[config.mk]
export PLATFORM = sky130hd
export DESIGN_NAME = instr_loader
export DESIGN_NICKNAME = d
export VERILOG_FILES = /design/src/rtl/instr_loader.sv
export SDC_FILE = /design/constraint.sdc
export NUM_CORES = 1
export LEC_CHECK = 0
export BUFFER_PORTS_ARGS = -buffer_cell sky130_fd_sc_hd__buf_2
export CAP_MARGIN = 20
export CELL_PAD_IN_SITES_DETAIL_PLACEMENT = 1
export CELL_PAD_IN_SITES_GLOBAL_PLACEMENT = 2
export CORE_MARGIN = 2
export CORE_UTILIZATION = 29
export DETAILED_ROUTE_END_ITERATION = 12
export HOLD_SLACK_MARGIN = 0.02
export PLACE_DENSITY = 0.69
export SLEW_MARGIN = 25
export SYNTH_ARGS = -nofsm -noshare
export SYNTH_HDL_FRONTEND = slang
export SYNTH_SLANG_ARGS = --single-unit
[constraint.sdc]
create_clock -name i_clk -period 3.3 [get_ports i_clk]
set_clock_uncertainty 0.1 [all_clocks]
set_input_delay 0.33 -clock i_clk [delete_from_list [all_inputs] [get_ports i_clk]]
set_output_delay 0.33 -clock i_clk [all_outputs]
set_load 0.005 [all_outputs]
[src/rtl/instr_loader.sv]
// ============================================================================
// Module      : instr_loader
// Description : Boot loader that assembles a length-prefixed byte stream into
//               32-bit words and writes them into instruction memory; keeps
//               the core in reset until the image is complete.
// Revision    : 1.0  initial release
// ============================================================================
`default_nettype none

module instr_loader #(
  parameter int WIDTH = 32,
  parameter int DEPTH = 501
) (
  input  logic             i_clk,
  input  logic             i_rst_n,
  input  logic             i_start,
  input  logic [7:0]       i_rx_data,
  input  logic             i_rx_valid,
  output logic             o_rx_ready,
  output logic             o_we,
  output logic [WIDTH-1:0] o_waddr,
  output logic [WIDTH-1:0] o_wdata,
  output logic             o_busy,
  output logic             o_done,
  output logic             o_error,
  output logic [15:0]      o_word_cnt,
  output logic             o_cpu_rst_n
);

  localparam logic [15:0] c_depth = 16'(DEPTH);

  typedef enum logic [2:0] {
    S_IDLE   = 3'd0,
    S_LEN_LO = 3'd1,
    S_LEN_HI = 3'd2,
    S_BYTE   = 3'd3,
    S_WRITE  = 3'd4,
    S_DONE   = 3'd5,
    S_ERROR  = 3'd6
  } state_t;

  state_t             r_state;
  state_t             w_next;
  logic [15:0]        r_len;
  logic [1:0]         r_byte_idx;
  logic [15:0]        r_word_idx;
  logic [15:0]        r_word_cnt;
  logic [23:0]        r_asm;
  logic [WIDTH-1:0]   r_waddr;
  logic [WIDTH-1:0]   r_wdata;

  logic               w_ready;
  logic               w_busy;
  logic               w_done;
  logic               w_error;
  logic               w_we;
  logic               w_clear;
  logic               w_xfer;
  logic [15:0]        w_len_full;
  logic               w_len_bad;
  logic               w_last_word;

  assign w_xfer      = i_rx_valid & w_ready;
  assign w_len_full  = {i_rx_data, r_len[7:0]};
  assign w_len_bad   = (w_len_full == 16'd0) || (w_len_full > c_depth);
  assign w_last_word = ((r_word_idx + 16'd1) == r_len);

  always_ff @(posedge i_clk or negedge i_rst_n) begin
    if (!i_rst_n) begin
      r_state <= S_IDLE;
    end else begin
      r_state <= w_next;
    end
  end

  always_comb begin
    w_next  = r_state;
    w_ready = 1'b0;
    w_busy  = 1'b0;
    w_done  = 1'b0;
    w_error = 1'b0;
    w_we    = 1'b0;
    w_clear = 1'b0;
    case (r_state)
      S_IDLE: begin
        if (i_start) begin
          w_clear = 1'b1;
          w_next  = S_LEN_LO;
        end
      end
      S_LEN_LO: begin
        w_ready = 1'b1;
        w_busy  = 1'b1;
        if (w_xfer) w_next = S_LEN_HI;
      end
      S_LEN_HI: begin
        w_ready = 1'b1;
        w_busy  = 1'b1;
        if (w_xfer) w_next = w_len_bad ? S_ERROR : S_BYTE;
      end
      S_BYTE: begin
        w_ready = 1'b1;
        w_busy  = 1'b1;
        if (w_xfer && (r_byte_idx == 2'd3)) w_next = S_WRITE;
      end
      S_WRITE: begin
        w_we   = 1'b1;
        w_busy = 1'b1;
        w_next = w_last_word ? S_DONE : S_BYTE;
      end
      S_DONE: begin
        w_done = 1'b1;
        if (i_start) begin
          w_clear = 1'b1;
          w_next  = S_LEN_LO;
        end
      end
      S_ERROR: begin
        w_error = 1'b1;
        if (i_start) begin
          w_clear = 1'b1;
          w_next  = S_LEN_LO;
        end
      end
      default: w_next = S_IDLE;
    endcase
  end

  // Write address/data are captured with the lane-3 byte so they hold between writes.
  always_ff @(posedge i_clk or negedge i_rst_n) begin
    if (!i_rst_n) begin
      r_len      <= 16'd0;
      r_byte_idx <= 2'd0;
      r_word_idx <= 16'd0;
      r_word_cnt <= 16'd0;
      r_asm      <= 24'd0;
      r_waddr    <= '0;
      r_wdata    <= '0;
    end else begin
      if (w_clear) begin
        r_len      <= 16'd0;
        r_byte_idx <= 2'd0;
        r_word_idx <= 16'd0;
        r_word_cnt <= 16'd0;
      end
      if (w_xfer && (r_state == S_LEN_LO)) r_len[7:0]  <= i_rx_data;
      if (w_xfer && (r_state == S_LEN_HI)) r_len[15:8] <= i_rx_data;
      if (w_xfer && (r_state == S_BYTE)) begin
        r_byte_idx <= r_byte_idx + 2'd1;
        case (r_byte_idx)
          2'd0: r_asm[7:0]   <= i_rx_data;
          2'd1: r_asm[15:8]  <= i_rx_data;
          2'd2: r_asm[23:16] <= i_rx_data;
          default: begin
            r_wdata <= WIDTH'({i_rx_data, r_asm});
            r_waddr <= WIDTH'({r_word_idx, 2'b00});
          end
        endcase
      end
      if (r_state == S_WRITE) begin
        r_word_idx <= r_word_idx + 16'd1;
        r_word_cnt <= r_word_cnt + 16'd1;
      end
    end
  end

  assign o_rx_ready  = w_ready;
  assign o_we        = w_we;
  assign o_waddr     = r_waddr;
  assign o_wdata     = r_wdata;
  assign o_busy      = w_busy;
  assign o_done      = w_done;
  assign o_error     = w_error;
  assign o_word_cnt  = r_word_cnt;
  assign o_cpu_rst_n = w_done;

endmodule

`default_nettype wire

Word level (Yosys, flattened, before mapping) --
Cells that the tools add are included.
Word-level totals: register bits 125, input port bits 12, output and inout bits 86, word-level logic and storage cells 73
Operators by class: $add $sub $neg 3, $lt $le $gt $ge 1, equal/unequal tests 14, mux-type cells 21, bitwise gates (word level) 2, reductions and logical operators 21
Operators by type and width (number):
- $mux 16 | 3
- $add 16x1->16 const B | 2
- $mux 3 | 6
- $eq 16x16->1 | 1
- $gt 16x9->1 const B | 1
- $logic_not 16->1 | 1
- $mux 8 | 2
- $pmux 3 s5 | 1
- $eq 3x3->1 const B | 3
- $reduce_or 3->1 | 3
- $reduce_and 2->1 | 4
- $reduce_bool 2->1 | 4
- $mux 1 | 7
- $eq 3x2->1 const B | 2
- $ne 2x2->1 const B | 3
- $eq 2x2->1 const B | 2
- $logic_and 1x1->1 | 4
- $mux 2 | 2
- $reduce_and 4->1 | 1
- $reduce_or 4->1 | 1
- $eq 3x1->1 const B | 1
- $logic_not 3->1 | 1
- $add 2x1->2 const B | 1
- $eq 2x1->1 const B | 1
- 5 further kinds | 5

Longest topological paths before layout --
Gate-level depths: netlist of the first run.
depth in word-level cells 7, mapped depth 9, mapped depth without buffers 7

Least setup slack after synthesis of the first run --
OpenSTA, ideal clock, no wires.
kind flip-flop to flip-flop, from reg r_word_idx[0], to reg r_state[2], setup time 0.066 ns, arrival 1.970 ns, data required time 3.134 ns, setup slack 1.163 ns, stages on the path, launching flop included 8, buffers on the path 0, period minus slack after synthesis 2.137 ns, cells stage by stage dfrtp_1 > ha_1 > nand3_1 > mux2_2 > nor4_1 > nand4_1 > nor4_1 > a221o_1
Between the ends: word-level cells in the longest chain between the ends 4
RTL lines:
- start: declaration | line 46 | logic [15:0] r_word_idx;
- start signal: assignment | line 161 | r_word_idx <= r_word_idx + 16'd1;
- $add 16x1->16 | line 66 | assign w_last_word = ((r_word_idx + 16'd1) == r_len);
- $eq 16x16->1 | line 66
- $mux 3 | line 109 | w_next = w_last_word ? S_DONE : S_BYTE;
- $pmux 3 s5 | line 84 | case (r_state)
- end signal: assignment | line 72 | r_state <= w_next;
- end: declaration | line 42 | state_t r_state;
No other way between the ends. A chain may end at the register's enable or synchronous reset.

Worst setup path after layout of the first run --
from reg r_word_idx[4], to reg r_state[2]
The elaborated chain is that of the path after synthesis.

==> results of run 1 <==
## layer usage
metal  part of all wire  routed length [µm]  vias up
met5                  0                   0        -
met4              0.012                 185        0
met3              0.047                 732       14
met2               0.47                7320       83
met1               0.47                7270     2249
li1                   -                   -     2046
## metrics by stage
stage                     area [µm²]  setup WS (ps)  utilization  std cells
after CTS                       7230            791        0.356        904
after global placement          6620            922        0.326        871
after floorplan                 6090           1160            -        559
final                           7230            814        0.356        904
after global routing            7230            592        0.356        904
after detailed placement        6620            824        0.326        871
## placed cells by master, fill, tap and decap left out, types with 3 or more instances in the layout
cell	n
clkinv_4	4
o31ai_1	8
a31oi_1	3
nand4_1	9
nor4_1	5
a21oi_1	6
o41ai_1	3
nor2_1	24
buf_4	8
nor3_1	4
mux2_2	72
nor2b_1	5
xnor2_1	17
inv_6	3
inv_1	8
o21ai_0	57
conb_1	16
dfrtp_1	125
buf_2	80
nand2b_1	4
nand3_1	21
nor4_4	3
clkbuf_16	17
and3_1	3
nand2_1	62
xor2_1	10
ha_1	6
## sequential cells by signal, summed over array words and instances (netlist names)
register	flops
o_wdata	32
r_asm	24
o_waddr	16
o_word_cnt	16
r_len	16
r_word_idx	16
r_state	3
r_byte_idx	2
## cells by family after synthesis
group	Yosys count
compound gates	95
xor+xnor	27
fa+ha+maj	6
buf+inv	56
flops	125
mux	73
other cells	1
simple gates	161
## area by class of cell
cell class | count | area [µm²] | area share
multi-input cells | 378 | 2640 | 0.365
inverters | 9 | 36.3 | 0.00502
repair buffers | 90 | 490 | 0.0678
flip-flops and latches | 125 | 3130 | 0.433
clock inverters | 13 | 156 | 0.0216
clock buffers | 19 | 443 | 0.0613
well taps | 270 | 338 | 0.0467
## power by group
part	switching [mW]	total, mW	internal (mW)	leakage (nW)
sequential	0.330	2.25	1.92	1.69
combinational	0.672	1.34	0.663	1.55
clock	0.762	1.91	1.15	0.292
## final timing paths
| check | from | to | slack [ps] | depth (start not counted) |
|---|---|---|---|---|
| min in group asynchronous | i_rst_n | r_len[10] | 410 | 2 |
| hold reg to reg | o_word_cnt[15] | o_word_cnt[15] | 380 | 1 |
| setup reg to reg | r_word_idx[4] | r_state[2] | 810 | 7 |
| setup / recovery | r_word_idx[4] | r_state[2] | 810 | 7 |
| hold / removal | i_rx_data[7] | r_len[7] | 140 | 3 |
| max in group asynchronous | i_rst_n | o_waddr[11] | 1840 | 3 |
## what timing repair did
action | 4_1_cts | 5_1_grt
hold endpoints to repair | 51 | 0
endpoints found under the setup margin | 0 | 0
hold buffers | 1 | 0
## worst max-delay path: stages (launching register included)
cell and delay (ps):
dfrtp_1 540, nand4_4 310, nand2b_2 310, o41ai_1 350, o21ai_0 180, nor4_1 310, buf_4 180, a221o_1 150
==> summary.md, run 1 <==
| Metric | Value |
|---|---|
| Status | `completed` |
| HPWL Detailed | `10800 µm` |
| Setup TNS | `0 ps` |
| Total Power | `5.50 mW` |
| Largest family of logic cells by synthesized area | `simple AND/OR/NAND/NOR gates` |
| FFs w/ async S/R, synth | `1.00` |
| Max-slew violations | `0` |
| Post-synthesis cell type count | `58` |
| Cell Area, Synth | `6040 µm²` |
| Hold Fails Final Rpt | `0` |
| Element type at the critical path end | `flop` |
| Residual DRC count | `0` |
| Crit share post-route | `0.753` |
| GR Layer Usage met3 | `0.0457` |
| Synth area leader | `dfrtp_1` |
| Clock buffer depth | `2` |
| Routed vias/inst | `4.86` |
| Top area cells in the synthesized netlist | `dfrtp_1, mux2_2, o21ai_0` |
| Crit path kind | `reg2reg` |
| YS warnings | `0` |
| Fraction of the mapped netlist area in adder cells | `0.0124` |
| Final nets | `around 640` |
| GR Overflow Total | `0` |
| Tmin final | `roughly 2500 ps` |
| Iter 0 DRT Violations | `152` |
| Most common cell in the netlist | `dfrtp_1` |
| CP Max Fanout | `12` |
| Slew @ Worst Pin | `878 ps` |
| # H-tree levels | `4` |
| Max Freq | `0.402 GHz` |
| Postcts setup bufs | `0` |
| Drt wl/cell | `roughly 17 µm` |
| Largest net degree at the start of global routing | `55` |
| CTS buffer count | `17` |
| Clock slew at reported path FFs | `60 ps` |
| Most used DFF post-synth | `dfrtp_1` |
| Area delta synth->final | `19.8%` |
| Gr busiest metal | `met2` |
| Crit path arrival time | `2740 ps` |
| Share of layout cells above drive strength 1 | `0.325` |
| Total GRT Usage | `0.149` |
| Core ar. | `20300 µm²` |
| DRT Wirelength | `15500 µm` |
| Sequential share of the synthesized area | `0.518` |
| RSZ-0062 raised after global routing | `false` |
| Die Height | `between 100 and 150 µm` |
| Leak | `3.53 nW` |
| Vias in the first global route | `4741` |
| Slew HR | `0.410` |
| Endpoints failing setup | `0` |
| TritonCTS clock tree | `done` |
| Initial DRT Pass Iterations | `4` |
| Met1 GRT Util | `0.192` |
| Die width | `148 µm` |
| Met2 usage | `0.243` |
| Pwr/cell area | `761 nW/µm²` |
| Multiplexer share of the synthesized area | `0.136` |
| Synth top cells by count | `dfrtp_1, mux2_2, nand2_1` |
| Top cell type's share of synthesized area | `0.518` |
| ANT nets after route | `0` |
| Mapped Cells | `544` |
| Port-buffer cells | `81` |
| Worst EP required | `3550 ps` |
| Synth Area in Simple Gates | `0.145` |
| Placer Congestion | `slightly below 0.8` |
| First-pass GRT wire length | `25700 µm` |
| I/O pins | `98` |
| Worst-Skew Late Latency | `420 ps` |
| Ant. Diodes | `0` |
| Hold_ws | `between 100 and 150 ps` |
| Post-synthesis compound-gate area fraction | `0.0945` |
| Root Buffer | `clkbuf_16` |
| Std-Cell Rows | `52` |
| Max-cap viol count | `0` |
| Clock Sink Count | `125` |
| Syn avg cell area | `11.1 µm²` |
| Die area | `22000 µm²` |
| Hold WC Path Type | `in2reg` |
| Fillcell total | `2291` |
| Initial antenna violation count | `0` |
| Post-Synth XOR/XNOR Area | `0.0392` |
| Post_cts resized | `0` |
| Synth Register Bits | `roughly 130` |
| Worst setup SP type | `flop` |
| Initial core utilization | `0.297` |
| Vias | `4392` |
| Post-synth EDFFs | `0` |
| Maximum vdd drop | `440 µV` |
Note: power is estimated with default switching activity, not from simulation.
==> inputs of run 2 (changes only) <==
- PLACE_DENSITY: 0.69 -> 0.72
- clock period: 3.3 -> 2.2 ns (I/O delays scaled with it)
==> run 2 against run 1 <==
Effect of this change: die area did not move; fmax is 16% higher; combinational power is 80% higher; first-iteration DRC count is 47% higher; hold slack worse by 100 ps; largest power group unchanged; cell count rose by 4.4%; largest cell class unchanged; global-route usage grew 0.88 points; non-clock buffer count up 40; register-to-register slack got worse by 760 ps; critical path type unchanged; sequential power up 46%.
==> summary.md, run 2 (synthesis gave the netlist of run 1 again) <==
| Metric | Value |
|---|---|
| Pwr/cell area | `1120 nW/µm² (+47%)` |
| CTS buffer count | `17 (unchanged)` |
| Share of layout cells above drive strength 1 | `0.383 (+0.0579)` |
| Slew @ Worst Pin | `586 ps (-292 ps)` |
| Largest net degree at the start of global routing | `58 (+5.5%)` |
| Placed cell area | `6940 µm² (+4.8%)` |
| DRT Wirelength | `16600 µm (+7.0%)` |
| Clock Sink Count | `125 (unchanged)` |
| Tmin final | `2150 ps (-338 ps)` |
| Endpoints failing setup | `0 (unchanged)` |
| Max-cap viol count | `0 (unchanged)` |
| Hold Path Stages | `3 (unchanged)` |
| Port-buffer cells | `81 (unchanged)` |
| Initial DRT Pass Iterations | `4 (unchanged)` |
| Initial antenna violation count | `0 (unchanged)` |
| Die Height | `148 µm (unchanged)` |
| Area delta synth->final | `27.4%` |
| Ant. Diodes | `0 (unchanged)` |
| Root Buffer | `clkbuf_16` |
| Worst setup SP type | `flop` |
| Design area | `7690 µm² (+6.4%)` |
| Drt wl/cell | `17.6 µm (+2.5%)` |
| RSZ-0062 raised after global routing | `true` |
| First-pass GRT wire length | `26900 µm (+4.9%)` |
| Fillcell total | `2251 (-1.7%)` |
| GR Overflow Total | `0 (unchanged)` |
| Routed vias/inst | `4.87 (+0.19%)` |
| HPWL Detailed | `11400 µm (+6.1%)` |
| Leak | `3.78 nW (+7.4%)` |
| Most common cell after layout, fill and taps aside | `dfrtp_1` |
| Status | `completed` |
| Placer Congestion | `0.833 (+6.3%)` |
| Final core occ | `0.379 (+0.0227)` |
| I/O pins | `98 (unchanged)` |
| Core ar. | `20300 µm² (unchanged)` |
| Most frequent cells in the layout | `dfrtp_1, buf_2, mux2_2, nand2_1, o21ai_0` |
| Die area | `22000 µm² (unchanged)` |
| Vias in the first global route | `4915 (+3.7%)` |
| Hold WC Path Type | `in2reg` |
| ANT nets after route | `0 (unchanged)` |
| Max reg flops | `32 (unchanged)` |
| CP Max Fanout | `4 (-8)` |
| Worst reg2reg path depth | `7 (unchanged)` |
| Total GRT Usage | `0.158 (+0.00882)` |
| Element type at the critical path end | `flop` |
| Std-Cell Rows | `52 (unchanged)` |
| Worst-Skew Late Latency | `420 ps (about the same)` |
| Slew HR | `0.606 (+0.196)` |
| Hold Fails Final Rpt | `0 (unchanged)` |
| Clock buffer depth | `2 (unchanged)` |
| # H-tree levels | `4 (unchanged)` |
| Iter 0 DRT Violations | `223 (+47%)` |
| Final nets | `679 (+6.3%)` |
| Crit share post-route | `0.976 (+0.223)` |
| Crit path kind | `reg2reg` |
| Residual DRC count | `0 (unchanged)` |
| Register Area | `3140 µm² (+0.24%)` |
| TritonCTS clock tree | `done` |
| Max Freq | `0.466 GHz (+16%)` |
| Clock slew at reported path FFs | `60 ps (about the same)` |
| Initial core utilization | `0.297 (unchanged)` |
| Crit path arrival time | `2410 ps (-330 ps)` |
| Vias | `4595 (+4.6%)` |
| Maximum vdd drop | `570 µV (+30%)` |
| Die width | `148 µm (unchanged)` |
| Max-slew violations | `0 (unchanged)` |
| Worst EP required | `2460 ps (-1090 ps)` |
| Area of the multi-input gates | `2730 µm² (+3.4%)` |
[run 2: final cells by class]
| cell class | instances | area share |
|---|---|---|
| multi-input combinational | 378 | 0.355 |
| inverter | 9 | 0.00472 |
| sequential | 125 | 0.408 |
| tap | 270 | 0.0439 |
| clock inverter | 12 | 0.0207 |
| timing repair buffer | 130 | 0.109 |
| clock buffer | 20 | 0.0594 |
[run 2: per-stage QoR]
step	std cells	hold slack, ps	setup TNS, ps	setup slack [ps]	power, mW
after detailed placement	908	103	-327	-166	5.64
after CTS	944	22.1	0	11.0	8.67
after floorplan	559	-176	0	63.2	4.68
final	944	37.6	0	51.9	8.62
after global routing	944	38.4	-63.1	-47.0	9.17
after global placement	908	108	-166	-85.7	5.49
[run 2: per-layer routing]
layer	GRT usage	wire [µm]
met1	0.195	7380
met4	0.0390	140
met2	0.268	8150
met3	0.0518	927
met5	0	0
[run 2: repair_timing]
| item | in CTS | in global routing |
|---|---|---|
| endpoints found under the setup margin | 2 | 3 |
| resized for setup | 10 | 14 |
| pin swaps | 3 | 4 |
| hold endpoints to repair | 30 | 0 |
| buffers inserted | 1 | 1 |
| hold buffers | 3 | 0 |
[run 2: worst max-delay path, cell delays in order, from the launching register on]
cell and delay, ps:
dfrtp_1 410, ha_4 190, nand3_1 110, mux2_4 330
nor4_4 280, nand4_1 190, nor4_4 270, a221o_1 200
[run 2: worst paths after layout]
| kind | startpoint | to | slack, ps |
|---|---|---|---|
| min in group asynchronous | i_rst_n | o_waddr[14] | 190 |
| worst min-delay path | i_rx_data[5] | r_len[13] | 40 |
| worst min register to register | o_word_cnt[15] | o_word_cnt[15] | 370 |
| max in group asynchronous | i_rst_n | o_wdata[18] | 1140 |
| worst max register to register | r_word_idx[0] | r_state[2] | 50 |
| worst max-delay path | r_word_idx[0] | r_state[2] | 50 |
[run 2: power by group]
group / leakage (nW) / switching, mW / internal (mW)
combinational: 1.81 / 1.26 / 1.15
sequential: 1.68 / 0.400 / 2.88
clock: 0.297 / 1.07 / 1.85
total: 3.78 / 2.74 / 5.88
